`src/rtl/rcvr_ctrl.sv`:
```
// rcvr_ctrl: captures bytes from the serial frame receiver into a small
// circular FIFO, strobes rx_reading to release each byte, counts receiver
// overrun events and offers buffered bytes to one consumer via valid/pop.
module rcvr_ctrl #(
    parameter int DEPTH = 4,
    parameter int AW    = 2
) (
    input  logic          clock,
    input  logic          reset,
    input  logic          en,
    input  logic          rx_ready,
    input  logic          rx_overrun,
    input  logic [7:0]    rx_data,
    output logic          rx_reading,
    output logic          out_valid,
    output logic [7:0]    out_data,
    input  logic          out_pop,
    output logic [AW:0]   fifo_level,
    output logic [7:0]    ovr_count,
    input  logic          clr_ovr
);

    typedef enum logic [1:0] {
        IDLE = 2'd0,
        READ = 2'd1,
        FULL = 2'd2
    } state_t;

    localparam logic [AW:0]   LVL_FULL = (AW+1)'(DEPTH);
    localparam logic [AW:0]   LVL_ONE  = (AW+1)'(1);
    localparam logic [AW-1:0] PTR_ONE  = AW'(1);

    state_t          state_q, state_d;
    logic [AW-1:0]   wr_ptr_q, wr_ptr_d;
    logic [AW-1:0]   rd_ptr_q, rd_ptr_d;
    logic [AW:0]     level_q, level_d;
    logic            ovr_prev_q, ovr_prev_d;
    logic [7:0]      ovr_count_q, ovr_count_d;
    logic [7:0]      mem_q [DEPTH];

    logic            fifo_full;
    logic            fifo_empty;
    logic            push;
    logic            pop;
    logic            ovr_rise;

    assign fifo_full  = (level_q == LVL_FULL);
    assign fifo_empty = (level_q == '0);
    assign pop        = out_pop && !fifo_empty;
    assign ovr_rise   = rx_overrun && !ovr_prev_q;

    // Next-state logic: capture only from IDLE, one READ strobe per byte,
    // park in FULL while the buffer has no room so the receiver keeps its byte.
    always_comb begin
        state_d = state_q;
        push    = 1'b0;
        unique case (state_q)
            IDLE: begin
                if (rx_ready && en) begin
                    if (fifo_full) begin
                        state_d = FULL;
                    end else begin
                        push    = 1'b1;
                        state_d = READ;
                    end
                end
            end
            READ: state_d = IDLE;
            FULL: begin
                if (!fifo_full || !en) begin
                    state_d = IDLE;
                end
            end
            default: state_d = IDLE;
        endcase
    end

    // FIFO pointer and level bookkeeping; push and pop may coincide.
    always_comb begin
        wr_ptr_d = wr_ptr_q;
        rd_ptr_d = rd_ptr_q;
        level_d  = level_q;
        if (push) begin
            wr_ptr_d = wr_ptr_q + PTR_ONE;
        end
        if (pop) begin
            rd_ptr_d = rd_ptr_q + PTR_ONE;
        end
        if (push && !pop) begin
            level_d = level_q + LVL_ONE;
        end else if (pop && !push) begin
            level_d = level_q - LVL_ONE;
        end
    end

    // Overrun edge detection with a saturating counter; clear wins.
    always_comb begin
        ovr_prev_d  = rx_overrun;
        ovr_count_d = ovr_count_q;
        if (clr_ovr) begin
            ovr_count_d = '0;
        end else if (ovr_rise && (ovr_count_q != 8'hFF)) begin
            ovr_count_d = ovr_count_q + 8'd1;
        end
    end

    // Control registers with asynchronous reset.
    always_ff @(posedge clock or posedge reset) begin
        if (reset) begin
            state_q     <= IDLE;
            wr_ptr_q    <= '0;
            rd_ptr_q    <= '0;
            level_q     <= '0;
            ovr_prev_q  <= 1'b0;
            ovr_count_q <= '0;
        end else begin
            state_q     <= state_d;
            wr_ptr_q    <= wr_ptr_d;
            rd_ptr_q    <= rd_ptr_d;
            level_q     <= level_d;
            ovr_prev_q  <= ovr_prev_d;
            ovr_count_q <= ovr_count_d;
        end
    end

    // Byte storage; contents are meaningless until the pointers cover them.
    always_ff @(posedge clock) begin
        if (push) begin
            mem_q[wr_ptr_q] <= rx_data;
        end
    end

    assign rx_reading = (state_q == READ);
    assign out_valid  = !fifo_empty;
    assign out_data   = mem_q[rd_ptr_q];
    assign fifo_level = level_q;
    assign ovr_count  = ovr_count_q;

endmodule

```
`config.mk`:
```
export PLATFORM = sky130hd
export DESIGN_NAME = rcvr_ctrl
export DESIGN_NICKNAME = d
export VERILOG_FILES = /design/src/rtl/rcvr_ctrl.sv
export SDC_FILE = /design/constraint.sdc
export NUM_CORES = 1
export LEC_CHECK = 0
export CAP_MARGIN = 20
export CORE_MARGIN = 5
export CORE_UTILIZATION = 40
export CTS_BUF_LIST = sky130_fd_sc_hd__clkbuf_8 sky130_fd_sc_hd__clkbuf_16
export DETAILED_ROUTE_END_ITERATION = 8
export SKIP_LAST_GASP = 1
export SLEW_MARGIN = 20
export SYNTH_ARGS = -nofsm -noshare
export SYNTH_HDL_FRONTEND = slang
export SYNTH_SLANG_ARGS = --single-unit
```
`constraint.sdc`:
```
create_clock -name clock -period 6 [get_ports clock]
set_input_delay 1.2 -clock clock [delete_from_list [all_inputs] [get_ports clock]]
set_output_delay 1.2 -clock clock [all_outputs]
set_load 0.01 [all_outputs]
```
==> results.yml <==
route:
  ant_nets: 0
  routedWlPerCell_um: 15.6
  first_iter_violations: 71
  vias: 1195
  drc_errors: 0
  routed_wl_um: 3730
  viasPerCell: 4.98
  firstDrtPassIters: 5
final_layout:
  multiInputGateArea_um2: 681
  antennaDiodeCount: 0
  seq_area_um2: 1410
  nFillCells: 468
  nets: 191
  final_cells: 240
  drive_gt1_share_pct: 14.1
  syn2layout_area_growth_pct: 25.2
die:
  die_x_um: 82.9
  pin_count: 36
  start_util_pct: 41.3
  rows: 26
  die_area_um2: 6860
  die-height_um: 82.9
  core_area_um2: 5140
global_route:
  grtUsageMet3_pct: 3.76
  grt_pass1_vias: 1325
  use_met1_pct: 14.2
  grt_max_degree: 19
  grt_overflow: 0
  antenna_found_initial: 0
  grt_usage_pct: 12.1
  grt_util_met2_pct: 21.4
  grt-busiest-layer: "met2"
  grt_pass1_wl_um: 6550
pwr:
  ir_worst_vdd_mv: 0.210
  power.share.clock_pct: 22.8
  netSwitchingFraction_pct: 28.0
  comb_power_share_pct: 29.6
  p_per_area_nw_per_um2: 378
  switchingPower_mw: 0.281
  intPower_mw: 0.723
  leakage_nw: 0.964
  seqPwrFrac_pct: 47.6
sta:
  hold_viol_final: 0
  fin_crit_sh_pct: 55.2
  grt_setup_unrepaired: "no"
  slew_violations: 0
  hold_ws_ns: 0.521
  setup_ws_ns: 2.69
  worst_slew_pin_slew_ns: 0.690
  finalSetupViolations: 0
  max_freq_mhz: 302
  timing.final.crit_period_ns: 3.31
  finalSetupTns_ns: 0
  skew_ns: 0.00658
  slew_headroom_pct: 54.0
critical_path:
  arrival_ns: 2.11
  cp_cell_sequence: "mux4_2, clkdlybuf4s50_1"
  timing_worst_setup_path_type: "reg2out"
  cp_max_fo: 10
  slowest_delay_ns: 0.74
  critPathTopFamily: "flip-flops"
  crit_start: "rd_ptr_q[0]$_DFFE_PP0P_"
  endpoint_kind: "primary output"
  crit_slowest_cell: "dfrtp_1"
  cp-start-kind: "flip-flop"
  worst-path-buf-inv: 1
  crit_required_ns: 4.80
  r2r_start: "fifo_level[2]$_DFFE_PP0P_"
clock_tree:
  cts_setup_buffers: 0
  insertion_delay_ns: 0.30
  clock_path_buffers: 2
  htreeDepth: 2
  root_buffer: "clkbuf_8"
  cts_buffers: 5
  path_clk_slew_ns: 0.09
  cts_tree: "done"
  cts_hold_buffers: 0
  ctsResizeCount: 0
  cts_sinks: 50
yosys:
  synth_cell_types: 40
  synthCells: 130
  synth_area_um2: 2120
  synth_area_leader_cell: "edfxtp_1"
  yosysMostFrequentCell: "edfxtp_1"
  synth_nets: 152
  synth_area_leaders: "edfxtp_1 45%, dfrtp_1 21%, mux4_2 8.5%"
  yosysWarnings: 0
  synth_edf_count: 32
  synth_flop_cell: "edfxtp_1"
  synth_top_area_share_pct: 45.3
  synth-seq-cells: 50
  avgSynthCellArea_um2: 16.3
  seq_area_frac_synth_pct: 66.5
  synth_commonest_cells: "32 x edfxtp_1, 18 x dfrtp_1, 8 x mux4_2, 7 x nor2_1, 6 x ha_1"
  ys_async_sr_fraction_pct: 36.0
run:
  cap_viol_max_count: 0
hold_path:
  hold_path_class: "reg2reg"
  holdCritStartpoint: "fifo_level[2]$_DFFE_PP0P_"
run_status:
  outcome: "completed"
placed_design:
  pre_cts_ws_ns: 2.55
  place.gp.congestion: 0.760
  hpwl_um: 2650
  port_buffers: 35
  placed_cells: 232
[registers in the layout, summed over array words and instances (netlist names)]
signal,cells
fifo_level,3
rd_ptr_q,2
ovr_prev_q,1
ovr_count,8
wr_ptr_q,2
state_q,2
mem_q,32
[metrics by stage]
step                      utilization (%)  power [mW]  area, um2
after floorplan                         -       0.647       2120
after global placement               49.6       0.777       2550
after detailed placement             49.6       0.792       2550
after CTS                            51.7        1.02       2660
after global routing                 51.7        1.07       2660
final                                51.7        1.00       2660
[cell usage in the layout (no fill, tap or decap), types with 2 or more instances in the layout]
cell type / count
or3_1: 2
clkbuf_8: 5
a21oi_1: 3
xor2_1: 4
clkinv_2: 2
nor3_1: 2
o21a_1: 2
clkdlybuf4s50_1: 35
nor2_1: 7
and2_1: 4
edfxtp_1: 32
nand3_1: 4
ha_1: 6
o21ai_0: 2
nand2_1: 3
inv_1: 5
mux4_2: 8
xnor2_1: 4
dfrtp_1: 18
[cells by family after synthesis]
family                   after synthesis  share of synthesized area, %
buffers and inverters                  8                          1.47
flip-flops                            50                          66.5
XOR/XNOR                               8                          3.30
AO/OA/AOI/OAI                         12                          3.83
multiplexers                          10                          9.49
AND/OR/NAND/NOR                       35                          11.0
adder cells (fa/ha/maj)                7                          4.48
[layout make-up]
| cell class | instances | area share (%) |
|---|---|---|
| Clock buffer | 5 | 2.59 |
| Multi-Input combinational cell | 72 | 25.6 |
| Timing Repair Buffer | 35 | 13.2 |
| Tap cell | 70 | 3.30 |
| Sequential cell | 50 | 53.1 |
| Inverter | 5 | 0.706 |
| Clock inverter | 3 | 1.51 |
[power groups by stage]
stage | Sequential [mW] | Combinational, mW | Clock [mW]
floorplan | 0.453 | 0.194 | 0
global placement | 0.485 | 0.292 | 0
detailed placement | 0.491 | 0.301 | 0
CTS | 0.483 | 0.304 | 0.236
global route | 0.494 | 0.325 | 0.251
finish | 0.479 | 0.297 | 0.229
[final timing paths]
kind                                             endpoint  slack [ns]  cells past startpoint
worst max-delay path                          out_data[7]        2.69                      2
worst min-delay path            fifo_level[2]$_DFFE_PP0P_        0.52                      1
worst max register to register  fifo_level[2]$_DFFE_PP0P_        3.70                      8
worst min register to register  fifo_level[2]$_DFFE_PP0P_        0.52                      1
max in group asynchronous        ovr_count[2]$_DFFE_PP0P_        4.26                      2
min in group asynchronous          state_q[0]$_DFFE_PP0P_        1.30                      2
[layer usage]
layer | part of all wire, % | wire length [um] | up-vias
met5 | 0 | 0 | -
met2 | 52 | 1940 | 29
li1 | - | - | 567
met3 | 3.6 | 135 | 6
met4 | 1.2 | 46 | 0
met1 | 43 | 1610 | 593
No activity file was read; power rests on OpenSTA's default activity.
